[config.mk]
export PLATFORM = sky130hd
export DESIGN_NAME = imem_fill_resp
export DESIGN_NICKNAME = d
export VERILOG_FILES = /design/src/rtl/imem_fill_resp_pkg.sv /design/src/rtl/imem_line_buf.sv /design/src/rtl/imem_fill_resp.sv
export SDC_FILE = /design/constraint.sdc
export NUM_CORES = 1
export LEC_CHECK = 0
export ABC_AREA = 1
export CAP_MARGIN = 0
export CORE_AREA = 2 2 238 240
export DETAILED_ROUTE_END_ITERATION = 8
export DIE_AREA = 0 0 240 242
export PLACE_DENSITY = 0.85
export SLEW_MARGIN = 20
export SYNTH_ARGS = -nofsm -noshare
export SYNTH_HDL_FRONTEND = slang
export SYNTH_SLANG_ARGS = --single-unit
[constraint.sdc]
create_clock -name clk -period 19.2 [get_ports clk]
set_clock_uncertainty 0.15 [all_clocks]
set_input_delay 1.92 -clock clk [delete_from_list [all_inputs] [get_ports clk]]
set_output_delay 1.92 -clock clk [all_outputs]
set_load 0.02 [all_outputs]
[src/rtl/imem_fill_resp_pkg.sv]
// Shared configuration for the L1 I-cache fill responder: default widths, beat count and FSM encodings.
// Also used by the optional next-line prefetch build (IMEM_RESP_PREFETCH_EN).
package imem_fill_resp_pkg;

  localparam int BLK_LEN_DEF = 59;
  localparam int LINE_W_DEF  = 256;
  localparam int MEM_W_DEF   = 64;
  localparam int BEATS       = LINE_W_DEF / MEM_W_DEF;
  localparam int BEATS_LOG2  = $clog2(BEATS);

  typedef enum logic [2:0] {
    IDLE,
    ADDR,
    REQ,
    BURST,
    RESP,
    GUARD
  } state_t;

  typedef enum logic [1:0] {
    PF_IDLE,
    PF_REQ,
    PF_BURST
  } pf_state_t;

  function automatic int cnt_width(input int line_w, input int mem_w);
    return $clog2(line_w / mem_w);
  endfunction

endpackage

[src/rtl/imem_line_buf.sv]
// Beat counter plus line assembly register: gathers LINE_W/MEM_W memory beats, lowest address first.
module imem_line_buf
  import imem_fill_resp_pkg::*;
#(
  parameter int LINE_W = LINE_W_DEF,
  parameter int MEM_W  = MEM_W_DEF
) (
  input  logic              clk,
  input  logic              rst,
  input  logic              i_clear,
  input  logic              i_beat_valid,
  input  logic [MEM_W-1:0]  i_beat_data,
  output logic [LINE_W-1:0] o_line,
  output logic              o_done
);

  localparam int NBEATS = LINE_W / MEM_W;
  localparam int CNT_W  = cnt_width(LINE_W, MEM_W);

  logic [CNT_W-1:0]  r_cnt;
  logic [LINE_W-1:0] r_line;

  always_ff @(posedge clk or posedge rst) begin
    if (rst) begin
      r_cnt  <= '0;
      r_line <= '0;
    end else if (i_clear) begin
      r_cnt <= '0;
    end else if (i_beat_valid) begin
      r_line[MEM_W*r_cnt +: MEM_W] <= i_beat_data;
      r_cnt                        <= r_cnt + 1'b1;
    end
  end

  // done flags the beat that completes the line, so the caller can move on in the same cycle
  assign o_done = i_beat_valid && (r_cnt == CNT_W'(NBEATS - 1));
  assign o_line = r_line;

endmodule

[src/rtl/imem_fill_resp.sv]
// L2-side responder for L1 I-cache line fills: fetches a line as a memory burst and returns it with a one-cycle pulse.
// Optional next-line prefetch buffer is enabled by defining IMEM_RESP_PREFETCH_EN.
module imem_fill_resp
  import imem_fill_resp_pkg::*;
#(
  parameter int BLK_LEN = BLK_LEN_DEF,
  parameter int LINE_W  = LINE_W_DEF,
  parameter int MEM_W   = MEM_W_DEF
) (
  input  logic               clk,
  input  logic               rst,
  input  logic [BLK_LEN-1:0] b_addr_i,
  input  logic               b_rd_i,
  output logic [LINE_W-1:0]  b_data_i,
  output logic               b_dv_i,
  output logic [63:0]        m_addr,
  output logic               m_req,
  input  logic               m_gnt,
  input  logic [MEM_W-1:0]   m_rdata,
  input  logic               m_rvalid
);

  localparam int OFF_W = 64 - BLK_LEN;

  state_t             r_state, w_next;
  logic [BLK_LEN-1:0] r_addr;
  logic               r_abort;
  logic [LINE_W-1:0]  r_bdata;
  logic [LINE_W-1:0]  w_line, w_resp_line;
  logic               w_main_req, w_clear, w_beat, w_done;

  assign w_beat = (r_state == BURST) && m_rvalid;

  imem_line_buf #(.LINE_W(LINE_W), .MEM_W(MEM_W)) u_main_buf (
    .clk          (clk),
    .rst          (rst),
    .i_clear      (w_clear),
    .i_beat_valid (w_beat),
    .i_beat_data  (m_rdata),
    .o_line       (w_line),
    .o_done       (w_done)
  );

`ifdef IMEM_RESP_PREFETCH_EN
  pf_state_t          r_pf_state, w_pf_next;
  logic [BLK_LEN-1:0] r_pf_tag;
  logic               r_pf_valid, r_resp_pf;
  logic [LINE_W-1:0]  w_pf_line;
  logic               w_pf_clear, w_pf_beat, w_pf_done, w_pf_busy, w_hit_addr, w_hit_q;

  assign w_pf_busy   = (r_pf_state != PF_IDLE);
  assign w_pf_beat   = (r_pf_state == PF_BURST) && m_rvalid;
  assign w_pf_clear  = (r_pf_state == PF_REQ) && m_gnt;
  assign w_hit_addr  = r_pf_valid && (r_pf_tag == b_addr_i);
  assign w_hit_q     = r_pf_valid && (r_pf_tag == r_addr);
  assign w_resp_line = r_resp_pf ? w_pf_line : w_line;
  assign m_req       = w_main_req || (r_pf_state == PF_REQ);
  assign m_addr      = (r_pf_state == PF_REQ) ? {r_pf_tag, {OFF_W{1'b0}}} : {r_addr, {OFF_W{1'b0}}};

  imem_line_buf #(.LINE_W(LINE_W), .MEM_W(MEM_W)) u_pf_buf (
    .clk          (clk),
    .rst          (rst),
    .i_clear      (w_pf_clear),
    .i_beat_valid (w_pf_beat),
    .i_beat_data  (m_rdata),
    .o_line       (w_pf_line),
    .o_done       (w_pf_done)
  );

  // The prefetch burst is launched right after every response; the main FSM never requests while it runs
  always_comb begin
    w_pf_next = r_pf_state;
    case (r_pf_state)
      PF_IDLE:  if (r_state == RESP) w_pf_next = PF_REQ;
      PF_REQ:   if (m_gnt) w_pf_next = PF_BURST;
      PF_BURST: if (w_pf_done) w_pf_next = PF_IDLE;
      default:  w_pf_next = PF_IDLE;
    endcase
  end

  always_ff @(posedge clk or posedge rst) begin
    if (rst) begin
      r_pf_state <= PF_IDLE;
      r_pf_tag   <= '0;
      r_pf_valid <= 1'b0;
      r_resp_pf  <= 1'b0;
    end else begin
      r_pf_state <= w_pf_next;
      if (r_state == RESP) begin
        r_pf_tag   <= r_addr + 1'b1;
        r_pf_valid <= 1'b0;
      end else if (w_pf_done) begin
        r_pf_valid <= 1'b1;
      end
      if (r_state == ADDR) r_resp_pf <= w_hit_addr;
      else if ((r_state == REQ) && w_hit_q) r_resp_pf <= 1'b1;
    end
  end
`else
  assign w_resp_line = w_line;
  assign m_req       = w_main_req;
  assign m_addr      = {r_addr, {OFF_W{1'b0}}};
`endif

  // Main fill FSM; the address is taken in ADDR because the requester presents it a cycle after b_rd_i
  always_comb begin
    w_next     = r_state;
    w_main_req = 1'b0;
    w_clear    = 1'b0;
    b_dv_i     = 1'b0;
    case (r_state)
      IDLE: if (b_rd_i) w_next = ADDR;
      ADDR: begin
`ifdef IMEM_RESP_PREFETCH_EN
        w_next = w_hit_addr ? RESP : REQ;
`else
        w_next = REQ;
`endif
      end
      REQ: begin
`ifdef IMEM_RESP_PREFETCH_EN
        if (w_hit_q) begin
          w_next = RESP;
        end else if (!w_pf_busy) begin
          w_main_req = 1'b1;
          if (m_gnt) begin
            w_clear = 1'b1;
            w_next  = BURST;
          end
        end
`else
        w_main_req = 1'b1;
        if (m_gnt) begin
          w_clear = 1'b1;
          w_next  = BURST;
        end
`endif
      end
      BURST: if (w_done) w_next = (r_abort || !b_rd_i) ? IDLE : RESP;
      RESP: begin
        b_dv_i = !r_abort;
        w_next = GUARD;
      end
      GUARD:   w_next = IDLE;
      default: w_next = IDLE;
    endcase
  end

  // An abort (b_rd_i dropping mid-fill) lets the burst drain but suppresses the response
  always_ff @(posedge clk or posedge rst) begin
    if (rst) begin
      r_state <= IDLE;
      r_addr  <= '0;
      r_abort <= 1'b0;
      r_bdata <= '0;
    end else begin
      r_state <= w_next;
      if (r_state == ADDR) r_addr <= b_addr_i;
      if (r_state == IDLE) r_abort <= 1'b0;
      else if (!b_rd_i && ((r_state == ADDR) || (r_state == REQ) || (r_state == BURST))) r_abort <= 1'b1;
      if ((r_state == RESP) && !r_abort) r_bdata <= w_resp_line;
    end
  end

  assign b_data_i = (r_state == RESP) ? w_resp_line : r_bdata;

endmodule

* Word-level counts from Yosys, hierarchy flattened
Cells that the tools add are included.
** Storage, ports and cells
- Register bits after elaboration :: 577
- Input port bits :: 128
- Output and inout port bits :: 322
- Logic and storage cells :: 48
** Cells by class
- Bitwise gates (word level) :: 1
- Add/sub/neg operators :: 2
- Shift operators :: 2
- Reduce and logical (&&, ||, !) cells :: 14
- Multiplexer cells :: 15
- Equality and inequality tests :: 8
** Operator list (count)
- $bwmux 256 :: 1
- $mux 256 :: 1
- $shift 64x34->256 const A :: 1
- $shiftx 64x34->256 :: 1
- $neg 8->34 :: 1
- $pmux 3 s5 :: 1
- $mux 3 :: 4
- $eq 3x2->1 const B :: 2
- $mux 1 :: 6
- $logic_and 1x1->1 :: 4
- $mux 2 :: 2
- $ne 2x2->1 const B :: 2
- $reduce_bool 2->1 :: 2
- $eq 3x1->1 const B :: 1
- $eq 3x3->1 const B :: 1
- $logic_not 3->1 :: 1
- $logic_or 1x1->1 :: 3
- $reduce_and 3->1 :: 1
- $add 2x1->2 const B :: 1
- $eq 2x2->1 const B :: 1
- $logic_not 1->1 :: 2
- $ne 2x1->1 const B :: 1
- $reduce_and 2->1 :: 1
- $not 1->1 :: 1

* Longest topological paths before layout
- Depth after elaboration :: 6
- Depth in mapped cells :: 9
- Mapped depth without buffers :: 7

* Cells and area by module
A second synthesis with hierarchy kept.
** Unflattened totals
- Cell total of the unflattened synthesis :: 3421
- Area, all modules :: 26450.4 um2
** By module, submodules not included
- imem_fill_resp :: seq. area each 7982.7 um2, cells an instance 2086, instances 1, area each 15494.9 um2
- imem_line_buf :: seq. area each 6456.2 um2, cells an instance 1335, instances 1, area each 10955.5 um2

* Worst setup path before layout
Ideal clock, no wire load.
- Path kind :: reg2out
- Start :: register r_state[0]
- End :: output b_data_i[100]
- Required time :: 17130 ps
- Buffers on the path :: 2
- Path slack :: 15556 ps
- Arrival :: 1574 ps
- Cell stages (with the launch flop) :: 6
- Cell sequence :: dfrtp_1 nor2_2 nand2_2 clkbuf_1 clkbuf_1 o21ai_0
** Between the ends
- Word-level cells in the longest chain between the ends :: 2
** RTL lines
- start, declared :: line imem_fill_resp.sv:25 : state_t r_state, w_next;
- start signal, assigned :: line imem_fill_resp.sv:157 : r_state <= w_next;
- $eq 3x3->1 :: line imem_fill_resp.sv:165 : assign b_data_i = (r_state == RESP) ? w_resp_line : r_bdata;
- $mux 256 :: line imem_fill_resp.sv:165
- end, declared :: line imem_fill_resp.sv:14 : output logic [LINE_W-1:0] b_data_i,
No other way between the ends.

* Worst setup path after layout
- Start :: register r_state[0]
- End :: output b_data_i[170]
Same word-level chain as after synthesis.

==> impl_metrics.tcl <==
set metrics [dict create \
    internal_power_mw 3.13 \
    postSynthAreaPerCell_um2 8.35 \
    synthFlopType "dfrtp_1" \
    pwr-share-seq 0.357 \
    dpl.hpwl_um 49700 \
    gp_congestion 0.893 \
    stdcell_area_um2 33200 \
    cts_htree_levels 2 \
    syn-instance-count 3168 \
    powerDensity_nw_per_um2 155 \
    drt_iter0_drc 1944 \
    layout_common_cells "nand2_1 (842), dfrtp_1 (577), o21ai_0 (461), clkdlybuf4s50_1 (444), inv_1 (391)" \
    vias_per_cell 5.25 \
    cp-start-kind "register" \
    synthXorXnorAreaFrac 0 \
    ys_warn_count 0 \
    drc_errors 0 \
    cp.required_ns 17.13 \
    fmax_mhz 159 \
    setup-tns-final_ns 0 \
    wirelength_um 75400 \
    initial_core_util 0.474 \
    met1_usage 0.371 \
    drive_gt1_frac 0.0404 \
    synth_async_sr_flop_share 1.00 \
    hp-class "reg -> reg" \
    final-max-slew-violation-count 0 \
    slew_headroom 0.266 \
    clk_latency_ns 0.61 \
    drv_cap 0 \
    yosysUniqueCellTypes 23 \
    criticalPathCategory "reg -> out" \
    top_usage_layer "met2" \
    switching_power_mw 2.00 \
    dp_cells 4156 \
    area_growth_pct 25.4 \
    cts-root-buf "clkbuf_16" \
    final-hold-violation-count 0 \
    cts_made_buffers 59 \
    rows 87 \
    antenna_found_initial 13 \
    ys_ff_latch 577 \
    swShare 0.389 \
    avgRoutedWirePerCell_um 17.6 \
    rsz0062_at_grt "no" \
    cellLeakagePower_nw 14.2 \
    outcome "completed" \
    synth_top_family_by_area "compound AO/OA/AOI/OAI gates" \
    final.min_clock_period_ns 6.30 \
    ctsLongestPathBuffers 3 \
    grt.total_usage 0.257 \
    postCtsHoldBufs 0 \
    die_w_um 240 \
    finalCritPeriodShare 0.328 \
    grt_max_degree 189 \
    numClockSinks 577 \
    arrival_ns 4.23 \
    timing.hold.ws_ns 0.333 \
    p_total_mw 5.12 \
    grtUsageMet2 0.381 \
    portBuffers 444 \
    dieArea_um2 58100 \
    grtUsageMet3 0.0444 \
    clkPwrFrac 0.229 \
    ys_seq_area_frac 0.546 \
    clk_pin_slew_ns 0.06 \
    num_vias 22476 \
    place_area_um2 31000 \
    worst_pin_slew_ns 1.10 \
    io_pins 450 \
    post_cts_resized 0 \
    crit_fanout 172 \
    synthAdderAreaFrac 0.00237 \
    synth_area_um2 26400 \
    ant_nets 0 \
    pwr-share-comb 0.414 \
    synth_compound_area_frac 0.182 \
    grt_pass1_wl_um 118000 \
    post_cts_buffers 0 \
    irDropWorstVdd_mv 0.103 \
    grt_pass1_vias 21156 \
    core_area_um2 55700 \
    nets 3597 \
    instances_no_fill 4283 \
    cts_tree "done" \
    synthMuxAreaShare 0 \
    setup_viol 0 \
    drtPass1Iterations 5 \
    synth_edf_count 0 \
    final_common_cell "nand2_1" \
    die_y_um 242 \
    yosys.area_share.simple 0.172 \
    gr-total-overflow 0 \
    end_kind "output pin" \
]
[state kept, by name (all words and copies together) (netlist names)]
| register | count |
|---|---|
| u_main_buf.r_cnt | 2 |
| r_addr | 59 |
| r_abort | 1 |
| r_bdata | 256 |
| r_state | 3 |
| u_main_buf.o_line | 256 |
[synth_stat cells, types with 3 or more instances]
master    count  area, um^2
clkbuf_1    128         480
buf_2        85         425
nand3_1     133         666
dfrtp_1     577       14400
o21ai_0     461        2310
inv_1       393        1480
nor3_1      128         641
buf_4        24         180
a21oi_1       3        15.0
o21ai_1     110         551
nand2_1     846        3180
nor2_1        7        26.3
buf_1         3        11.3
ha_1          5        62.6
o21a_1      256        1920
[final cells by class]
cell class / instances / area, um^2
tap: 756 / 946
fill: 4791 / 22600
clock buffer: 88 / 1760
inverter: 394 / 1490
sequential: 577 / 14400
multi-input combinational: 1961 / 9520
timing repair buffer: 471 / 4730
antenna: 13 / 32.5
clock inverter: 23 / 244
[power groups by stage]
| stage | Sequential (mW) | Clock (mW) | Combinational [mW] |
|---|---|---|---|
| floorplan | 1.87 | 0 | 1.20 |
| global placement | 1.82 | 0 | 2.08 |
| detailed placement | 1.84 | 0 | 2.11 |
| CTS | 1.82 | 1.20 | 2.13 |
| global route | 1.87 | 1.25 | 2.31 |
| finish | 1.83 | 1.17 | 2.12 |
[final timing paths]
check | from | end | slack (ns) | depth (start not counted)
min in group asynchronous | rst | u_main_buf.o_line[104]$_DFFE_PP0P_ | 1.77 | 2
hold reg to reg | r_addr[44]$_DFFE_PP0P_ | r_addr[44]$_DFFE_PP0P_ | 0.33 | 2
setup reg to reg | r_state[0]$_DFFE_PP0P_ | r_bdata[171]$_DFFE_PP0P_ | 14.55 | 8
max in group asynchronous | rst | u_main_buf.o_line[212]$_DFFE_PP0P_ | 14.93 | 5
setup / recovery | r_state[0]$_DFFE_PP0P_ | b_data_i[170] | 12.90 | 7
hold / removal | r_addr[44]$_DFFE_PP0P_ | r_addr[44]$_DFFE_PP0P_ | 0.33 | 2
[cells by family after synthesis]
logic type	Yosys count
simple gates	1120
fa+ha+maj	5
flops	577
other cells	1
compound gates	831
buf+inv	634
[worst max-delay path, cell delays in order, from the launching register on]
cell	delay, ns
dfrtp_1	0.43
nor2_2	0.12
nand2_8	0.55
buf_6	0.71
buf_4	0.68
nand2_1	0.13
o21ai_0	0.15
clkdlybuf4s50_1	0.65
[layer usage]
layer | wire, um | share of wire | vias to the layer above
li1 | - | - | 10710
met1 | 33900 | 0.45 | 10733
met2 | 33200 | 0.44 | 841
met3 | 5060 | 0.067 | 192
met4 | 3210 | 0.043 | 0
met5 | 0 | 0 | -
[stage by stage]
stage / util / setup slack (ns)
2_1_floorplan: - / 0.987
3_3_place_gp: 0.557 / 13.39
3_5_place_dp: 0.557 / 13.21
4_1_cts: 0.593 / 12.52
5_1_grt: 0.595 / 12.50
6_report: 0.595 / 12.90
(Power assumes the default switching activity.)
